## config.mk

```make
export PLATFORM = sky130hd
export DESIGN_NAME = isqrt_core
export DESIGN_NICKNAME = d
export VERILOG_FILES = /design/src/rtl/isqrt_core.sv
export SDC_FILE = /design/constraint.sdc
export NUM_CORES = 1
export LEC_CHECK = 0
export ABC_CLOCK_PERIOD_IN_PS = 3400
export CAP_MARGIN = 20
export CORE_UTILIZATION = 35
export CTS_CLUSTER_SIZE = 14
export DETAILED_ROUTE_END_ITERATION = 7
export SYNTH_ARGS = -nofsm -noshare
export SYNTH_HDL_FRONTEND = slang
export SYNTH_SLANG_ARGS = --single-unit
```

## constraint.sdc

```tcl
create_clock -name clk -period 3.4 [get_ports clk]
set_input_delay 0.68 -clock clk [delete_from_list [all_inputs] [get_ports clk]]
set_output_delay 0.68 -clock clk [all_outputs]
set_load 0.03 [all_outputs]
```

## src/rtl/isqrt_core.sv

```systemverilog
// Iterative unsigned integer square root, restoring digit-by-digit method.
// Produces one root bit per clock; results are held until the next accepted start.
module isqrt_core #(
    parameter int WIDTH = 32
) (
    input  logic               clk,
    input  logic               reset,
    input  logic               start,
    input  logic               clear,
    input  logic [WIDTH-1:0]   radicand,
    output logic               busy,
    output logic               done,
    output logic [WIDTH/2-1:0] root,
    output logic [WIDTH/2:0]   remainder
);

    localparam int HW = WIDTH / 2;
    localparam int RW = HW + 2;
    localparam int CW = $clog2(HW) + 1;

    typedef enum logic [1:0] {
        S_IDLE,
        S_CALC,
        S_DONE
    } state_t;

    state_t          r_state;
    state_t          w_state_nxt;
    logic [WIDTH-1:0] r_x;
    logic [RW-1:0]    r_r;
    logic [HW-1:0]    r_q;
    logic [CW-1:0]    r_cnt;
    logic [HW-1:0]    r_root;
    logic [HW:0]      r_rem;

    logic [RW-1:0]    w_t;
    logic [RW-1:0]    w_d;
    logic             w_ge;
    logic [RW-1:0]    w_r_nxt;
    logic [HW-1:0]    w_q_nxt;
    logic             w_last;
    logic             w_accept;

    // One restoring iteration: bring down the next radicand digit pair and trial-subtract 4q+1.
    always_comb begin
        w_t     = (r_r << 2) | RW'(r_x[WIDTH-1 -: 2]);
        w_d     = ({2'b00, r_q} << 2) | RW'(1);
        w_ge    = (w_t >= w_d);
        w_r_nxt = w_ge ? (w_t - w_d) : w_t;
        w_q_nxt = (r_q << 1) | HW'(w_ge);
    end

    assign w_last   = (r_cnt == CW'(HW - 1));
    assign w_accept = start && !clear && ((r_state == S_IDLE) || (r_state == S_DONE));

    always_comb begin
        w_state_nxt = r_state;
        case (r_state)
            S_IDLE: if (w_accept) w_state_nxt = S_CALC;
            S_CALC: begin
                if (clear)       w_state_nxt = S_IDLE;
                else if (w_last) w_state_nxt = S_DONE;
            end
            S_DONE: w_state_nxt = w_accept ? S_CALC : S_IDLE;
            default: w_state_nxt = S_IDLE;
        endcase
    end

    always_ff @(posedge clk or posedge reset) begin
        if (reset) begin
            r_state <= S_IDLE;
        end else begin
            r_state <= w_state_nxt;
        end
    end

    // Output registers only change on the final iteration, so an abort leaves the last result intact.
    always_ff @(posedge clk or posedge reset) begin
        if (reset) begin
            r_x    <= '0;
            r_r    <= '0;
            r_q    <= '0;
            r_cnt  <= '0;
            r_root <= '0;
            r_rem  <= '0;
        end else if (w_accept) begin
            r_x   <= radicand;
            r_r   <= '0;
            r_q   <= '0;
            r_cnt <= '0;
        end else if ((r_state == S_CALC) && !clear) begin
            r_x   <= r_x << 2;
            r_r   <= w_r_nxt;
            r_q   <= w_q_nxt;
            r_cnt <= r_cnt + CW'(1);
            if (w_last) begin
                r_root <= w_q_nxt;
                r_rem  <= w_r_nxt[HW:0];
            end
        end
    end

    assign busy      = (r_state == S_CALC);
    assign done      = (r_state == S_DONE);
    assign root      = r_root;
    assign remainder = r_rem;

endmodule

```

==> impl_metrics.tcl, run 1 <==
set metrics [dict create \
    antenna_cells 0 \
    initial_core_util_pct 36.0 \
    yosys.area.top_type "dfrtp_1" \
    worstMarginPinSlew_ns 0.795 \
    grt_max_degree 52 \
    clk_latency_ns 0.36 \
    hold_violations 0 \
    end_kind "register" \
    cts_resized 0 \
    synth_ff_type "dfrtp_1" \
    die_w_um 127 \
    syn_area_um2 5500 \
    dr.pass1.iters 7 \
    intPower_uw 3180 \
    postSynthAreaPerCell_um2 8.92 \
    syn_to_final_growth_pct 22.6 \
    rsz0062_at_grt "false" \
    io_buffers 70 \
    yosys-top-cells-count "nand2_1 (125), dfrtp_1 (104), o21ai_0 (51)" \
    dp_hpwl_mm 9.98 \
    netSwitchingFraction_pct 43.8 \
    arrival_ns 3.03 \
    vias_per_cell 5.35 \
    syn-num-nets 672 \
    clk_pin_slew_ns 0.07 \
    path_cells "ha_1 -> and4_4 -> nand4_2 -> nor2_2 -> o311ai_4 -> buf_4 -> a211oi_1 -> a21o_1" \
    synth.distinct_cells 58 \
    regArea_um2 2600 \
    grt_pass1_vias 4709 \
    cts_hold_buf 0 \
    synth_cells 616 \
    pin_count 71 \
    grt_pass1_wl_mm 23.7 \
    cts_tree "yes" \
    antenna_found_initial 0 \
    total_power_uw 5660 \
    status "completed" \
    gp_congestion 0.906 \
    cp_max_fo 17 \
    routed_wl_mm 14.4 \
    p_seq_share_pct 28.6 \
    wl_per_cell_um 16.2 \
    r2r_cells 8 \
    cts_buffers 9 \
    power.density_nw_per_um2 840 \
    start_kind "register" \
    root_buffer "clkbuf_16" \
    rows 45 \
    hold_path.class "reg2reg" \
    die_h_um 127 \
    dp_worst_setup_slack_ns 0.692 \
    period_share_pct 80.3 \
    core_area_um2 15300 \
    fillers 1556 \
    dieArea_um2 16200 \
    p_switching_uw 2480 \
    p_clk_share_pct 19.0 \
    drive_gt1_share_pct 6.65 \
    htreeDepth 3 \
    cts_setup_buffers 0 \
    period_needed_ns 2.73 \
    max_freq_mhz 366 \
    cts_buffer_depth 2 \
    ys_seq_elements 104 \
    cp_slowest_cell "a211oi_1" \
    drc 0 \
    fin_skew_ns 0.00898 \
    leakage_uw 0.00290 \
    ir_drop_uv 379 \
    critical_path_class "reg2reg" \
    cts.sinks 104 \
    cp_data_required_time_ns 3.70 \
    fin_nets 728 \
    synth_area_leaders "dfrtp_1 (47%), nand2_1 (8.5%), o21ai_0 (4.6%)" \
    drv_slew 0 \
    setup_tns_ns 0 \
    critPathMaxStageDelay_ns 0.55 \
    yosysSeqAreaShare_pct 47.4 \
    final-setup-viol-count 0 \
    via_count 4749 \
    synth_top_area_share_pct 47.4 \
    async_flop_share_pct 100 \
    ys_warn_count 0 \
    power_frac_comb_pct 52.4 \
    grt-ovfl-total 0 \
    worst_slack_ns 0.670 \
    max-cap-violations 0 \
    hold-path-cell-count 2 \
    multi_input_area_um2 2640 \
    grtUsageTotal_pct 18.7 \
    relSlewSlack_pct 47.0 \
    synth.most_common_cell "nand2_1" \
    antenna_left 0 \
    synth-edff-count 0 \
    drt-initial-drc-count 310 \
]
[placed cells by master, fill, tap and decap left out, drive strengths merged, types with 5 or more instances in the layout]
master	netlist	layout
nand2	125	125
clkbuf	28	13
nor3	5	5
a31oi	31	31
nor2	46	46
nand4	10	10
o211ai	14	14
and3	5	5
a211oi	8	8
o21ai	62	62
inv	23	22
a21o	7	7
o31ai	9	9
dfrtp	104	104
or3	6	6
buf	12	15
and2	6	6
xor2	5	5
clkdlybuf4s50	0	70
a21oi	25	25
nand3	9	9
ha	20	20
[per-layer routing]
metal / global-route usage (%) / vias up / share of wire [%]
met5: 0 / - / 0
met4: 7.77 / 0 / 2.0
met3: 3.77 / 22 / 5.7
met2: 30.2 / 143 / 46
met1: 24.7 / 2287 / 46
li1: - / 2297 / -
[worst max-delay path: cells and delay by family (launching register included)]
family,cells,cell delay [ns]
buf+inv,1,0.23
compound gates,3,0.87
simple gates,3,0.61
flops,1,0.46
fa+ha+maj,1,0.48
[path summary, 6_finish.rpt]
check	start	to	slack (ns)
setup reg to reg	r_r[7]$_DFFE_PP0P_	remainder[9]$_DFFE_PP0P_	0.67
setup / recovery	r_r[7]$_DFFE_PP0P_	remainder[9]$_DFFE_PP0P_	0.67
hold reg to reg	root[11]$_DFFE_PP0P_	root[11]$_DFFE_PP0P_	0.48
hold / removal	root[11]$_DFFE_PP0P_	root[11]$_DFFE_PP0P_	0.48
min in group asynchronous	reset	r_x[17]$_DFFE_PP0P_	0.82
max in group asynchronous	reset	root[4]$_DFFE_PP0P_	1.94
[metrics by stage]
stage	util, %	cells	hold WS [ns]	instance area (um2)
global route	44.2	888	0.501	6740
floorplan	-	616	0.446	5500
detailed placement	42.2	872	0.468	6440
CTS	44.2	888	0.485	6740
global placement	42.2	872	0.461	6440
finish	44.2	888	0.476	6740
[flip-flops by register name, indices dropped and copies added (netlist names)]
register   count
r_q           16
remainder     17
r_cnt          5
r_x           32
root          16
r_r           16
r_state        2
[power by group through the flow]
stage	Clock, uW	Sequential [uW]	Combinational (uW)
2_1_floorplan	0	1580	2290
3_3_place_gp	0	1630	2860
3_5_place_dp	0	1640	2920
4_1_cts	1100	1620	2930
5_1_grt	1160	1650	3260
6_report	1070	1620	2970
[area by class of cell]
cell class	instances	share of cell area, %
Multi-Input combinational cell	449	39.2
Sequential cell	104	38.6
Timing Repair Buffer	85	12.4
Tap cell	211	3.92
Clock buffer	13	3.86
Inverter	23	1.34
Clock inverter	3	0.594
[kinds of logic after synthesis]
kind of cell / after synthesis / share of synthesized area (%)
AND/OR/NAND/NOR: 227 / 18.1
AO/OA/AOI/OAI: 192 / 23.5
flip-flops: 104 / 47.4
buffers and inverters: 63 / 4.83
adder cells (fa/ha/maj): 20 / 4.55
XOR/XNOR: 9 / 1.43
multiplexers: 1 / 0.205
No activity file was read; power rests on OpenSTA's default activity.
==> run 2: changes to the inputs <==
Settings changed: ABC_CLOCK_PERIOD_IN_PS 3400 to 2800.
Clock period 3.4 ns to 2.8 ns, I/O delays scaled along.
==> run 2 against run 1 <==
  * Worst setup slack lost 0.43 ns
  * Sequential share of layout area shrank 0.44 points
  * Largest cell class unchanged
  * Clock skew grew 0.0019 ns
==> impl_metrics.tcl, run 2 (synthesis gave the netlist of run 1 again) <==
set metrics [dict create \
    period_share_pct 91.5 \
    root_buffer "clkbuf_16" \
    wl_met1_mm 6.87 \
    drc 0 \
    pin_count 71 \
    grt_max_degree 62 \
    drive_gt1_share_pct 7.89 \
    max-cap-violations 0 \
    dp_worst_setup_slack_ns 0.264 \
    final_area_um2 6820 \
    antenna_found_initial 0 \
    dr.pass1.iters 6 \
    r2r_slack_ns 0.24 \
    p_seq_share_pct 28.1 \
    r2r_cells 6 \
    gp_congestion 0.844 \
    layout_commonest_cell "nand2_1" \
    via_count 4705 \
    clk_latency_ns 0.36 \
    cp_data_required_time_ns 3.05 \
    vias_per_cell 5.26 \
    grt-ovfl-total 0 \
    min_to "root[9]$_DFFE_PP0P_" \
    critical_path_class "reg2reg" \
    worst_slack_ns 0.238 \
    cts_resized 0 \
    end_kind "register" \
    cp_slowest_cell "a211o_1" \
    hold-path-cell-count 2 \
    total_power_uw 7020 \
    reg2reg_from "r_r[11]$_DFFE_PP0P_" \
    leakage_uw 0.00294 \
    netSwitchingFraction_pct 44.5 \
    start_kind "register" \
    dp_hpwl_mm 10.1 \
    r2r-end "r_r[3]$_DFFE_PP0P_" \
    period_needed_ns 2.56 \
    path_cells "ha_1 -> a21oi_2 -> o21ai_1 -> a211o_1 -> or3_1 -> a32o_1" \
    critPathMaxStageDelay_ns 0.51 \
    antenna_cells 0 \
    cp_max_fo 14 \
    largest_register "r_x" \
    htreeDepth 3 \
    rows 45 \
    arrival_ns 2.82 \
    status "completed" \
    met2WireLength_mm 6.49 \
    drv_slew 0 \
    core_area_um2 15300 \
    die_w_um 127 \
    antenna_left 0 \
    grt_pass1_wl_mm 23.7 \
    wl_per_cell_um 15.9 \
    dieArea_um2 16200 \
    routed_wl_mm 14.3 \
    clk_pin_slew_ns 0.08 \
    p_clk_share_pct 19.1 \
    relSlewSlack_pct 68.9 \
    fin_skew_ns 0.0109 \
    hp-start "root[9]$_DFFE_PP0P_" \
    grt_pass1_vias 4656 \
    io_buffers 70 \
    power_frac_comb_pct 52.8 \
    cts_hold_buf 0 \
    intPower_uw 3890 \
    hold_violations 0 \
    maxUsedRoutingLayer "met4" \
    route.met3.wl_um 639 \
    cts_setup_buffers 0 \
    max_freq_mhz 390 \
    grtUsageTotal_pct 18.8 \
    instances_no_fill 895 \
    drt-initial-drc-count 197 \
    final-setup-viol-count 0 \
    cts_tree "yes" \
    die_h_um 127 \
    cts.sinks 104 \
    rsz0062_at_grt "false" \
    cts_buffers 9 \
    place_inst 879 \
    largest_reg_flops 32 \
    cts_buffer_depth 2 \
    postPlaceCellArea_um2 6500 \
    initial_core_util_pct 36.0 \
    setup_tns_ns 0 \
    syn_to_final_growth_pct 24.0 \
    power.density_nw_per_um2 1030 \
    layout_common_cells "nand2_1 (125), dfrtp_1 (104), clkdlybuf4s50_1 (70), o21ai_0 (51), nor2_1 (44)" \
    fin_nets 735 \
    p_switching_uw 3120 \
    worstMarginPinSlew_ns 0.466 \
    ir_drop_uv 525 \
    hold_path.class "reg2reg" \
]
==> run 2: changes by cell type in the layout (fill, tap and decap cells not counted), sizes merged <==
cell	change
buf	+7
clkbuf	-4
inv	+4
==> run 2: area by class of cell <==
class	instances	area [um2]
tap	211	264
sequential	104	2600
inverter	23	90.1
fill	1526	8440
clock inverter	7	92.6
multi-input combinational	449	2640
clock buffer	9	225
timing repair buffer	92	903
==> run 2: power groups by stage <==
stage | registers [uW] | clock network (uW) | logic, uW
after floorplan | 1920 | 0 | 2780
after global placement | 1990 | 0 | 3640
after detailed placement | 2000 | 0 | 3660
after CTS | 1970 | 1390 | 3700
after global routing | 2010 | 1450 | 4090
final | 1970 | 1340 | 3700
==> run 2: routing by layer <==
layer / vias up / GRT usage (%)
li1: 2305 / -
met1: 2261 / 25.4
met2: 122 / 29.6
met3: 17 / 4.10
met4: 0 / 6.44
met5: - / 0
==> run 2: worst max-delay path by stage <==
stage / from / to / slack [ns] / cells past startpoint
after floorplan: r_r[7]$_DFFE_PP0P_ / r_r[5]$_DFFE_PP0P_ / 0.60 / 8
after global placement: r_r[11]$_DFFE_PP0P_ / r_r[3]$_DFFE_PP0P_ / 0.31 / 6
after detailed placement: r_r[11]$_DFFE_PP0P_ / r_r[3]$_DFFE_PP0P_ / 0.26 / 6
after CTS: r_r[11]$_DFFE_PP0P_ / r_r[3]$_DFFE_PP0P_ / 0.22 / 6
after global routing: r_r[11]$_DFFE_PP0P_ / r_r[11]$_DFFE_PP0P_ / 0.1 / 7
final: r_r[11]$_DFFE_PP0P_ / r_r[3]$_DFFE_PP0P_ / 0.24 / 6
==> run 2: metrics by stage <==
stage / utilization (%) / hold WS (ns)
4_1_cts: 44.7 / 0.485
3_3_place_gp: 42.6 / 0.461
5_1_grt: 44.7 / 0.505
6_report: 44.7 / 0.477
3_5_place_dp: 42.6 / 0.469
2_1_floorplan: - / 0.446
==> run 2: critical path, delay by kind of cell (launching register included) <==
family	cells	cell delay, ns
AO/OA/AOI/OAI	4	1.13
adder cells (fa/ha/maj)	1	0.45
AND/OR/NAND/NOR	1	0.44
flip-flops	1	0.43
